`src/rtl/axi_burst_rr_arbiter_pkg.sv`:
```
// Shared types and constants for the burst-holding round-robin arbiter.
// Imported by the interface, the priority picker and the arbiter top.
package arb_pkg;

    typedef enum logic [1:0] {
        ARB_IDLE = 2'd0,
        ARB_BUSY = 2'd1,
        ARB_LOCK = 2'd2
    } arb_state_e;

    localparam int ARB_MODE_RR    = 0;
    localparam int ARB_MODE_FIXED = 1;

    // The FSM register uses plain constants so the encoding is fixed and visible.
    localparam logic [1:0] ST_IDLE = 2'd0;
    localparam logic [1:0] ST_BUSY = 2'd1;
    localparam logic [1:0] ST_LOCK = 2'd2;

    function automatic int idx_width(input int n);
        return (n > 1) ? $clog2(n) : 1;
    endfunction

endpackage

```
`src/rtl/axi_burst_rr_arbiter_if.sv`:
```
// Request/handshake/grant bundle between the requesters and the arbiter.
// The master modport is the requester side; the slave modport is the arbiter side.
interface axi_burst_rr_arbiter_if #(
    parameter int NUM_REQ = 4
);
    import arb_pkg::*;

    localparam int IW = idx_width(NUM_REQ);

    logic [NUM_REQ-1:0] req;
    logic [NUM_REQ-1:0] lock;
    logic               hs_valid;
    logic               hs_ready;
    logic               hs_last;
    logic [NUM_REQ-1:0] grant;
    logic [IW-1:0]      grant_idx;
    logic               grant_vld;

    modport master (
        output req, lock, hs_valid, hs_ready, hs_last,
        input  grant, grant_idx, grant_vld
    );

    modport slave (
        input  req, lock, hs_valid, hs_ready, hs_last,
        output grant, grant_idx, grant_vld
    );

endinterface

```
`src/rtl/axi_burst_rr_arbiter_prio_pick.sv`:
```
// Combinational lowest-set-bit picker: one-hot winner, its binary index and
// the mask of all bit positions strictly above the winner.
module arb_prio_pick
    import arb_pkg::*;
#(
    parameter int W  = 4,
    parameter int IW = (W > 1) ? $clog2(W) : 1
) (
    input  logic [W-1:0]  i_vec,
    output logic          o_any,
    output logic [W-1:0]  o_onehot,
    output logic [IW-1:0] o_idx,
    output logic [W-1:0]  o_above
);

    logic w_found;

    always_comb begin
        w_found  = 1'b0;
        o_onehot = '0;
        o_idx    = '0;
        o_above  = '1;
        for (int i = 0; i < W; i++) begin
            if (i_vec[i] && !w_found) begin
                w_found     = 1'b1;
                o_onehot[i] = 1'b1;
                o_idx       = IW'(i);
                for (int j = 0; j < W; j++) begin
                    o_above[j] = (j > i);
                end
            end
        end
    end

    assign o_any = |i_vec;

endmodule

```
`src/rtl/axi_burst_rr_arbiter.sv`:
```
// N-way round-robin / fixed-priority arbiter whose registered grant is held for a
// whole burst, with optional lock chaining bounded by MAX_LOCK bursts.
module axi_burst_rr_arbiter
    import arb_pkg::*;
#(
    parameter int NUM_REQ  = 4,
    parameter int MODE     = ARB_MODE_RR,
    parameter int MAX_LOCK = 4
) (
    input  logic                      clk,
    input  logic                      rst,
    axi_burst_rr_arbiter_if.slave     io_arb
);

    localparam int IW  = idx_width(NUM_REQ);
    localparam int LCW = idx_width(MAX_LOCK);
    localparam logic [LCW-1:0] LOCK_LAST = LCW'(MAX_LOCK - 1);

    logic [1:0]         r_state;
    logic [NUM_REQ-1:0] r_grant;
    logic [NUM_REQ-1:0] r_ptrMask;
    logic [IW-1:0]      r_grantIdx;
    logic [LCW-1:0]     r_lockCnt;

    logic [NUM_REQ-1:0] w_req;
    logic [NUM_REQ-1:0] w_lock;
    logic               w_eob;
    logic               w_gReq;
    logic               w_gLock;
    logic [NUM_REQ-1:0] w_pickReq;
    logic               w_mAny;
    logic [NUM_REQ-1:0] w_mOnehot;
    logic [IW-1:0]      w_mIdx;
    logic [NUM_REQ-1:0] w_mAbove;
    logic               w_aAny;
    logic [NUM_REQ-1:0] w_aOnehot;
    logic [IW-1:0]      w_aIdx;
    logic [NUM_REQ-1:0] w_aAbove;
    logic [NUM_REQ-1:0] w_winOnehot;
    logic [IW-1:0]      w_winIdx;
    logic [NUM_REQ-1:0] w_winAbove;
    logic               w_chain;
    logic               w_release;
    logic               w_load;
    logic [1:0]         w_stateNext;

    assign w_req   = io_arb.req;
    assign w_lock  = io_arb.lock;
    assign w_eob   = io_arb.hs_valid & io_arb.hs_ready & io_arb.hs_last;
    assign w_gReq  = |(r_grant & w_req);
    assign w_gLock = |(r_grant & w_lock);

    // On release in round-robin mode the outgoing owner sits out this pick, so a
    // re-asserted request only wins after an idle cycle; fixed priority never excludes.
    assign w_pickReq = (r_state == ST_IDLE || MODE == ARB_MODE_FIXED) ? w_req
                                                                       : (w_req & ~r_grant);

    arb_prio_pick #(.W(NUM_REQ), .IW(IW)) u_pickMasked (
        .i_vec    (w_pickReq & r_ptrMask),
        .o_any    (w_mAny),
        .o_onehot (w_mOnehot),
        .o_idx    (w_mIdx),
        .o_above  (w_mAbove)
    );

    arb_prio_pick #(.W(NUM_REQ), .IW(IW)) u_pickAll (
        .i_vec    (w_pickReq),
        .o_any    (w_aAny),
        .o_onehot (w_aOnehot),
        .o_idx    (w_aIdx),
        .o_above  (w_aAbove)
    );

    assign w_winOnehot = w_mAny ? w_mOnehot : w_aOnehot;
    assign w_winIdx    = w_mAny ? w_mIdx    : w_aIdx;
    assign w_winAbove  = w_mAny ? w_mAbove  : w_aAbove;

    assign w_chain = w_eob & w_gLock & w_gReq & (r_lockCnt < LOCK_LAST);

    always_comb begin
        w_release   = 1'b0;
        w_stateNext = r_state;
        case (r_state)
            ST_IDLE: begin
                if (w_aAny) w_stateNext = ST_BUSY;
            end
            ST_BUSY, ST_LOCK: begin
                w_release = w_eob & ~w_chain;
                if (r_state == ST_LOCK && !w_gReq && !io_arb.hs_valid) w_release = 1'b1;
                if (w_chain)        w_stateNext = ST_LOCK;
                else if (w_release) w_stateNext = w_aAny ? ST_BUSY : ST_IDLE;
            end
            default: w_stateNext = ST_IDLE;
        endcase
    end

    assign w_load = (r_state == ST_IDLE) ? w_aAny : (w_release & w_aAny);

    always_ff @(posedge clk or posedge rst) begin
        if (rst) begin
            r_state    <= ST_IDLE;
            r_grant    <= '0;
            r_grantIdx <= '0;
            r_ptrMask  <= '1;
            r_lockCnt  <= '0;
        end else begin
            r_state <= w_stateNext;
            if (w_load) begin
                r_grant    <= w_winOnehot;
                r_grantIdx <= w_winIdx;
                r_ptrMask  <= (MODE == ARB_MODE_FIXED) ? {NUM_REQ{1'b1}} : w_winAbove;
            end else if (w_release || r_state == ST_IDLE) begin
                r_grant <= '0;
            end
            if (w_chain)        r_lockCnt <= r_lockCnt + LCW'(1);
            else if (w_release) r_lockCnt <= '0;
        end
    end

    assign io_arb.grant     = r_grant;
    assign io_arb.grant_idx = r_grantIdx;
    assign io_arb.grant_vld = |r_grant;

    // A granted requester must keep its request up until its last beat.
    a_reqHeld: assert property (@(posedge clk) disable iff (rst)
        (r_state == ST_BUSY && !w_eob) |-> w_gReq);

    a_grantOnehot: assert property (@(posedge clk) disable iff (rst)
        $onehot0(r_grant));

endmodule

```
`src/flat_wrapper.sv`:
```
// flat-port wrapper written by rule: the top's interface ports become plain ports
module axi_burst_rr_arbiter_flat import arb_pkg::*;
#(
    parameter int NUM_REQ  = 4,
    parameter int MODE     = ARB_MODE_RR,
    parameter int MAX_LOCK = 4
)
  (clk, rst, io_arb_req, io_arb_lock, io_arb_hs_valid, io_arb_hs_ready, io_arb_hs_last, io_arb_grant, io_arb_grant_idx, io_arb_grant_vld);
  axi_burst_rr_arbiter_if #(.NUM_REQ(NUM_REQ)) io_arb_i ();
  input  logic clk;
  input  logic rst;
  input wire logic [$bits(io_arb_i.req)-1:0] io_arb_req;
  input wire logic [$bits(io_arb_i.lock)-1:0] io_arb_lock;
  input wire logic [$bits(io_arb_i.hs_valid)-1:0] io_arb_hs_valid;
  input wire logic [$bits(io_arb_i.hs_ready)-1:0] io_arb_hs_ready;
  input wire logic [$bits(io_arb_i.hs_last)-1:0] io_arb_hs_last;
  output wire logic [$bits(io_arb_i.grant)-1:0] io_arb_grant;
  output wire logic [$bits(io_arb_i.grant_idx)-1:0] io_arb_grant_idx;
  output wire logic [$bits(io_arb_i.grant_vld)-1:0] io_arb_grant_vld;
  assign io_arb_i.req = io_arb_req;
  assign io_arb_i.lock = io_arb_lock;
  assign io_arb_i.hs_valid = io_arb_hs_valid;
  assign io_arb_i.hs_ready = io_arb_hs_ready;
  assign io_arb_i.hs_last = io_arb_hs_last;
  assign io_arb_grant = io_arb_i.grant;
  assign io_arb_grant_idx = io_arb_i.grant_idx;
  assign io_arb_grant_vld = io_arb_i.grant_vld;
  axi_burst_rr_arbiter #(.NUM_REQ(NUM_REQ), .MODE(MODE), .MAX_LOCK(MAX_LOCK)) u_core (.clk(clk), .rst(rst), .io_arb(io_arb_i));
endmodule
```
`config.mk`:
```
export PLATFORM = sky130hd
export DESIGN_NAME = axi_burst_rr_arbiter_flat
export DESIGN_NICKNAME = d
export VERILOG_FILES = /design/src/rtl/axi_burst_rr_arbiter_pkg.sv /design/src/rtl/axi_burst_rr_arbiter_if.sv /design/src/rtl/axi_burst_rr_arbiter_prio_pick.sv /design/src/rtl/axi_burst_rr_arbiter.sv /design/src/flat_wrapper.sv
export SDC_FILE = /design/constraint.sdc
export NUM_CORES = 1
export LEC_CHECK = 0
export ABC_AREA = 1
export BUFFER_PORTS_ARGS = -buffer_cell sky130_fd_sc_hd__buf_2
export CAP_MARGIN = 30
export CORE_MARGIN = 5
export CORE_UTILIZATION = 47
export CTS_BUF_LIST = sky130_fd_sc_hd__clkbuf_4 sky130_fd_sc_hd__clkbuf_8
export CTS_CLUSTER_SIZE = 10
export DETAILED_ROUTE_END_ITERATION = 16
export HOLD_SLACK_MARGIN = 0.02
export PLACE_DENSITY = 0.77
export SLEW_MARGIN = 0
export SYNTH_ARGS = -nofsm -noshare
export SYNTH_HDL_FRONTEND = slang
export SYNTH_SLANG_ARGS = --single-unit
```
`constraint.sdc`:
```
create_clock -name clk -period 1.5 [get_ports clk]
set_clock_uncertainty 0.1 [all_clocks]
set_input_delay 0.3 -clock clk [delete_from_list [all_inputs] [get_ports clk]]
set_output_delay 0.3 -clock clk [all_outputs]
set_load 0.01 [all_outputs]
```
==> impl_metrics.csv, run 1 <==
group,metric,value,unit
global_routing,antenna_found_initial,0,
pwr,irDropWorstVdd,0.00101,V
global_routing,grtUsageMet1,22.9,%
setup_path,path_max_fanout,2,
status,status,"finished with violations",
setup_path,cp_cell_sequence,"or4_1 -> buf_2",
final_layout,drive_gt1_share,51.4,%
setup_path,crit_required,1.10,ns
global_routing,grt_pass1_wl,4.51,mm
logic_synthesis,synth.top_cells.by_count,"48 x nand2_1, 19 x nand3_1, 10 x dfrtp_1, 9 x inv_1, 7 x nor2_1",
global_routing,grt_use_total,18.1,%
logic_synthesis,synthArstFlopShare,100,%
floorplan,rows,16,
clock_tree,clk_pin_slew_worst_paths,0.08,ns
logic_synthesis,synth_nets,153,
logic_synthesis,synth_area_leaders,"dfrtp_1 25%, nand2_1 18%, dfstp_2 11%",
timing,relSlewSlack,66.0,%
floorplan,die_area,3120,um^2
clock_tree,root_buffer,"clkbuf_4",
floorplan,fp.dieH,55.9,um
setup_path,crit_cells,2,
place,io_buffers,19,
logic_synthesis,synth_cell_types,23,
logic_synthesis,syn-cell-area,990,um^2
clock_tree,clkLatencyLatePin,0.27,ns
clock_tree,cts-htree-levels,1,
floorplan,start_util,49.9,%
logic_synthesis,yosysMostFrequentCell,"nand2_1",
timing,period_minus_slack,1.78,ns
logic_synthesis,synth_top_area_share,25.3,%
floorplan,num_io_pins,20,
floorplan,die_w,55.9,um
pwr,finalPower,2700,uW
logic_synthesis,avgSynthCellArea,7.28,um^2
run,drv_cap,0,
place,dp_hpwl,1.92,mm
global_routing,grtUsageMet3,3.02,%
global_routing,overflow,0,
setup_path,cpLargestDelayFamily,"simple AND/OR/NAND/NOR gates",
logic_synthesis,synth_top_area_cell,"dfrtp_1",
clock_tree,cts_tree,"yes",
place,postPlaceCellArea,1250,um^2
final_layout,nets,201,
timing,worst_slack,-0.278,ns
route,wire_per_inst,14.4,um
setup_path,start_kind,"flop",
logic_synthesis,synth.yosys.seq_area_share,35.9,%
route,dr.pass1.iters,4,
setup_path,crit_buf_inv,1,
final_layout,area_delta_synth_final,49.6,%
setup_path,crit_arrival,1.38,ns
timing,fmaxAchievable,562,MHz
setup_path,crit_path_max_incr_delay,0.53,ns
logic_synthesis,ys_seq_elements,14,
timing,tightest_slew,0.510,ns
floorplan,core,1980,um^2
final_layout,insertedDiodeCount,0,
timing,setup_viol,15,
min_path,holdPathStages,2,
global_routing,use_met2,30.6,%
global_routing,top_usage_layer,"met2",
setup_path,critical_path_class,"flop to primary output",
pwr,p_leak,0.000815,uW
route,drt_iter0_drc,35,
logic_synthesis,syn_inst,136,
timing,final-max-slew-violation-count,0,
setup_path,end_kind,"primary output",
timing,min_period_over_period,119,%
status,violations,"negative setup slack",
final_layout,design_area,1480,um^2
timing,timing.final.hold_violations,0,
logic_synthesis,synth-edff-count,0,
setup_path,crit_path_top_delay_cell,"or4_1",
global_routing,grt_max_degree,15,
clock_tree,cts_buffers,3,
clock_tree,cts.sinks,14,
route,remaining_drc_errors,0,
final_layout,fillers,140,
timing,rsz0062_at_grt,"yes",
route,wirelength,3.02,mm
pwr,pwr_density_cell,1830,nW/um^2
logic_synthesis,yosys_warnings,0,
route,final_antenna_net_count,0,
setup_path,reg2reg_depth,11,
min_path,hp-class,"flop to flop",
place,gp_routability_congestion,0.868,
clock_tree,cts.path.max_buffers,2,
logic_synthesis,synth-main-ff-cell,"dfrtp_1",
global_routing,grt_pass1_vias,1020,
route,vias,1086,
route,drt-vias-per-instance,5.17,
## cell usage in the layout, fill, tap and decap left out, types with 4 or more instances in the layout
cell type   n
buf_2      19
buf_4      20
dfrtp_1     7
dfstp_2     4
inv_1       7
inv_2       6
nand2_1    40
nand2_2    12
nand2_4     5
nand3_1    16
nor2_1      6
## layer usage
layer / share of wire [%] / vias to the layer above
met3: 6.6 / 12
met5: 0 / -
met4: 3.2 / 0
met1: 42 / 492
li1: - / 532
met2: 48 / 50
## power breakdown
part	internal [uW]	leakage (uW)	total (uW)	switching, uW
clock network	147	0.0000210	260	113
logic	756	0.000626	1780	1020
registers	553	0.000168	660	107
total	1460	0.000815	2700	1240
## worst min-delay path: cells and delay by family (launching register included)
| kind | cells | cell delay (ns) |
|---|---|---|
| flops | 1 | 0.38 |
| simple gates | 2 | 0.11 |
## sequential cells by signal, summed over array words and instances, names as in the netlist
name	flops
u_core.io_arb.grant	4
u_core.io_arb.grant_idx	2
u_core.r_lockCnt	2
u_core.r_ptrMask	4
u_core.r_state	2
## cell type report
class	count	area, um^2	area share, %
Multi-Input combinational cell	107	696	47.0
Sequential cell	14	359	24.3
Timing Repair Buffer	43	289	19.5
Inverter	15	66.3	4.48
Clock buffer	4	36.3	2.45
Tap cell	27	33.8	2.28
## kinds of logic (layout without fill, tap and decap cells)
kind of cell,after synthesis,count (layout),synth area share [%]
compound gates,13,13,8.98
fa+ha+maj,4,4,5.06
buf+inv,16,62,6.83
flops,14,14,35.9
simple gates,89,90,43.2
## final timing paths
kind	startpoint	end	slack, ns
max	u_core.io_arb.grant[1]$_DFFE_PP0P_	io_arb_grant_vld	-0.28
min	u_core.r_ptrMask[2]$_DFFE_PP1P_	u_core.r_ptrMask[2]$_DFFE_PP1P_	0.38
max reg2reg	u_core.r_state[0]$_DFFE_PP0P_	u_core.r_state[0]$_DFFE_PP0P_	-0.26
min reg2reg	u_core.r_ptrMask[2]$_DFFE_PP1P_	u_core.r_ptrMask[2]$_DFFE_PP1P_	0.38
max in group asynchronous	rst	u_core.io_arb.grant[2]$_DFFE_PP0P_	0.44
min in group asynchronous	rst	u_core.io_arb.grant_idx[1]$_DFFE_PP0P_	0.49
## repair_timing
item,CTS,global route
setup buffers,7,3
gates cloned,0,1
gates resized for setup,19,12
hold endpoints to repair,10,0
hold buffers,1,0
endpoints found under the setup margin,15,15
pin swaps,11,11
## per-stage QoR
step / TNS (ns) / utilization, % / instances / setup WS, ns / hold WS [ns]
floorplan: -1.38 / - / 136 / -0.154 / 0.0864
global placement: -2.26 / 63.3 / 194 / -0.273 / 0.247
detailed placement: -3.08 / 63.3 / 194 / -0.330 / 0.259
CTS: -2.12 / 71.3 / 206 / -0.273 / 0.380
global route: -4.32 / 74.7 / 210 / -0.319 / 0.405
finish: -3.24 / 74.7 / 210 / -0.278 / 0.381
Note: power is estimated with default switching activity, not from simulation.
==> inputs of run 2 (changes only) <==
--- a/config.mk
+++ b/config.mk
@@ -5,7 +5,6 @@
 export SDC_FILE = /design/constraint.sdc
 export NUM_CORES = 1
 export LEC_CHECK = 0
-export ABC_AREA = 1
 export BUFFER_PORTS_ARGS = -buffer_cell sky130_fd_sc_hd__buf_2
 export CAP_MARGIN = 30
 export CORE_MARGIN = 5
==> impl_metrics.csv, run 2 <==
group,metric,value,unit
status,status,"finished with violations",
status,violations,"negative setup slack",
floorplan,die_area,3070,um^2
floorplan,start_util,49.5,%
pwr,pwr_density_cell,2120,nW/um^2
global_routing,grt_use_total,23.2,%
clock_tree,root_buffer,"clkbuf_4",
global_routing,overflow,0,
clock_tree,clk_pin_slew_worst_paths,0.09,ns
logic_synthesis,synth_top_area_share,25.8,%
timing,min_period_over_period,143,%
timing,tightest_slew,0.543,ns
setup_path,path_common_cell,"buf_4",
logic_synthesis,synth_top_area_cell,"dfrtp_1",
route,drt-vias-per-instance,6.19,
route,dr.pass1.iters,4,
final_layout,nets,180,
logic_synthesis,synthArstFlopShare,100,%
timing,timing.final.hold_violations,0,
route,drt_iter0_drc,82,
timing,fmaxAchievable,465,MHz
place,io_buffers,19,
floorplan,core,1960,um^2
timing,period_minus_slack,2.15,ns
logic_synthesis,yosysMostFrequentCell,"inv_1",
run,drv_cap,0,
clock_tree,clkLatencyLatePin,0.29,ns
setup_path,crit_path_top_delay_cell,"dfrtp_2",
final_layout,mostFrequentLayoutCell,"buf_4",
global_routing,antenna_found_initial,0,
clock_tree,cts_buffers,3,
timing,relSlewSlack,63.8,%
route,remaining_drc_errors,0,
setup_path,end_kind,"flop",
clock_tree,cts-htree-levels,1,
timing,setup_viol,15,
final_layout,fillers,103,
route,wirelength,4.14,mm
min_path,hp-class,"flop to flop",
setup_path,cpLargestDelayFamily,"compound AO/OA/AOI/OAI gates",
pwr,irDropWorstVdd,0.00134,V
timing,worst_slack,-0.649,ns
final_layout,insertedDiodeCount,0,
setup_path,crit_required,1.58,ns
floorplan,num_io_pins,20,
logic_synthesis,synth_cell_types,43,
route,final_antenna_net_count,0,
setup_path,crit_buf_inv,3,
floorplan,fp.dieH,55.5,um
place,gp_routability_congestion,0.856,
pwr,finalPower,3430,uW
floorplan,rows,16,
clock_tree,cts.path.max_buffers,2,
setup_path,cp_cell_sequence,"buf_4 -> a22o_2 -> o221a_2 -> o31ai_4 -> buf_4 -> buf_6 -> o211ai_1 -> a21boi_2",
global_routing,grt_pass1_vias,1165,
clock_tree,cts_tree,"yes",
logic_synthesis,yosys_warnings,0,
setup_path,crit_path_max_incr_delay,0.44,ns
global_routing,grt_pass1_wl,5.69,mm
logic_synthesis,synth-main-ff-cell,"dfrtp_1",
logic_synthesis,synth.yosys.seq_area_share,36.6,%
final_layout,mostFrequentLayoutCells,"33 x buf_4, 17 x buf_2, 12 x inv_1",
setup_path,crit_arrival,2.23,ns
global_routing,grt_max_degree,15,
logic_synthesis,syn_inst,100,
setup_path,path_max_fanout,4,
logic_synthesis,synth_nets,117,
timing,final-max-slew-violation-count,0,
logic_synthesis,syn-cell-area,971,um^2
timing,hold_ws,0.415,ns
setup_path,critical_path_class,"flop to flop",
logic_synthesis,ys_seq_elements,14,
setup_path,start_kind,"flop",
place,dp_hpwl,2.23,mm
logic_synthesis,avgSynthCellArea,9.71,um^2
route,vias,1169,
clock_tree,cts.sinks,14,
logic_synthesis,synth-edff-count,0,
logic_synthesis,synth_area_leaders,"dfrtp_1 26%, dfstp_2 11%, inv_1 5.4%",
logic_synthesis,synth.top_cells.by_count,"14 x inv_1, 10 x dfrtp_1, 5 x nand2_1, 5 x nand2b_1",
timing,rsz0062_at_grt,"yes",
final_layout,area_delta_synth_final,66.6,%
final_layout,drive_gt1_share,64.2,%
floorplan,die_w,55.5,um
route,wire_per_inst,21.9,um
pwr,p_leak,0.000784,uW
==> run 2: cell types whose count changed after synthesis, sizes merged, moves of 3 or more <==
cell | previous run | this run
a21boi | 4 | 1
a22o | 0 | 5
mux2 | 0 | 4
nand2 | 57 | 5
nand2b | 0 | 5
nand3 | 20 | 4
nor2 | 8 | 3
o31ai | 0 | 3
==> run 2: metal layers <==
layer | routed length [um] | GRT usage, % | vias to the layer above
met4 | 214 | 13.2 | 0
met2 | 2010 | 38.5 | 89
met3 | 341 | 5.36 | 24
li1 | - | - | 498
met1 | 1570 | 27.3 | 558
met5 | 0 | 0 | -
==> run 2: cell families after synthesis <==
| logic type | after synthesis | share of synthesized area, % |
|---|---|---|
| AOI/OAI and AO/OA | 33 | 28.0 |
| adders and majority gates | 4 | 5.15 |
| buffers and inverters | 16 | 6.96 |
| DFF | 14 | 36.6 |
| muxes | 6 | 7.86 |
| and+or+nand+nor | 27 | 15.5 |
==> run 2: path summary, 6_finish.rpt <==
check,startpoint,endpoint,slack [ns],cells after the start
min reg2reg,u_core.r_lockCnt[1]$_DFFE_PP0P_,u_core.r_lockCnt[1]$_DFFE_PP0P_,0.42,1
max,u_core.io_arb.grant[0]$_DFFE_PP0P_,u_core.io_arb.grant[1]$_DFFE_PP0P_,-0.65,8
min,u_core.r_lockCnt[1]$_DFFE_PP0P_,u_core.r_lockCnt[1]$_DFFE_PP0P_,0.42,1
min in group asynchronous,rst,u_core.io_arb.grant_idx[0]$_DFFE_PP0P_,0.49,3
max reg2reg,u_core.io_arb.grant[0]$_DFFE_PP0P_,u_core.io_arb.grant[1]$_DFFE_PP0P_,-0.65,8
max in group asynchronous,rst,u_core.io_arb.grant[3]$_DFFE_PP0P_,0.42,3
==> run 2: per-stage QoR <==
step | setup WS [ns] | util (%) | cells | cell area, um^2 | TNS, ns
3_5_place_dp | -0.735 | 69.3 | 178 | 1360 | -8.22
6_report | -0.649 | 82.5 | 189 | 1620 | -8.14
5_1_grt | -0.707 | 82.5 | 189 | 1620 | -8.93
2_1_floorplan | -0.633 | - | 100 | 1000 | -5.63
4_1_cts | -0.594 | 77.9 | 186 | 1530 | -7.23
3_3_place_gp | -0.662 | 69.3 | 178 | 1360 | -7.71
==> run 2: repair_timing <==
item                                    in CTS  in global routing
buffers inserted                             3                  4
hold endpoints to repair                    10                  0
gates resized for setup                     20                 22
pin swaps                                    6                 12
endpoints found under the setup margin      15                 16
hold buffers                                 1                  0
==> run 2: report_power, final <==
part / internal (uW) / total (uW) / switching (uW)
clock network: 148 / 281 / 133
logic: 1300 / 2430 / 1130
registers: 576 / 720 / 144
==> run 2: cell type report <==
type                    instances  area [um^2]  area share (%)
repair buffers                 60          444            27.5
well taps                      27         33.8            2.09
flip-flops and latches         14          360            22.3
inverters                      14         52.6            3.25
clock buffers                   4         36.3            2.24
multi-input cells              70          691            42.7
==> run 2: worst reg2reg max path, delay by kind of cell, from the launching register on <==
family,cells,cell delay [ns]
buf+inv,3,0.40
flops,1,0.44
compound gates,5,1.09
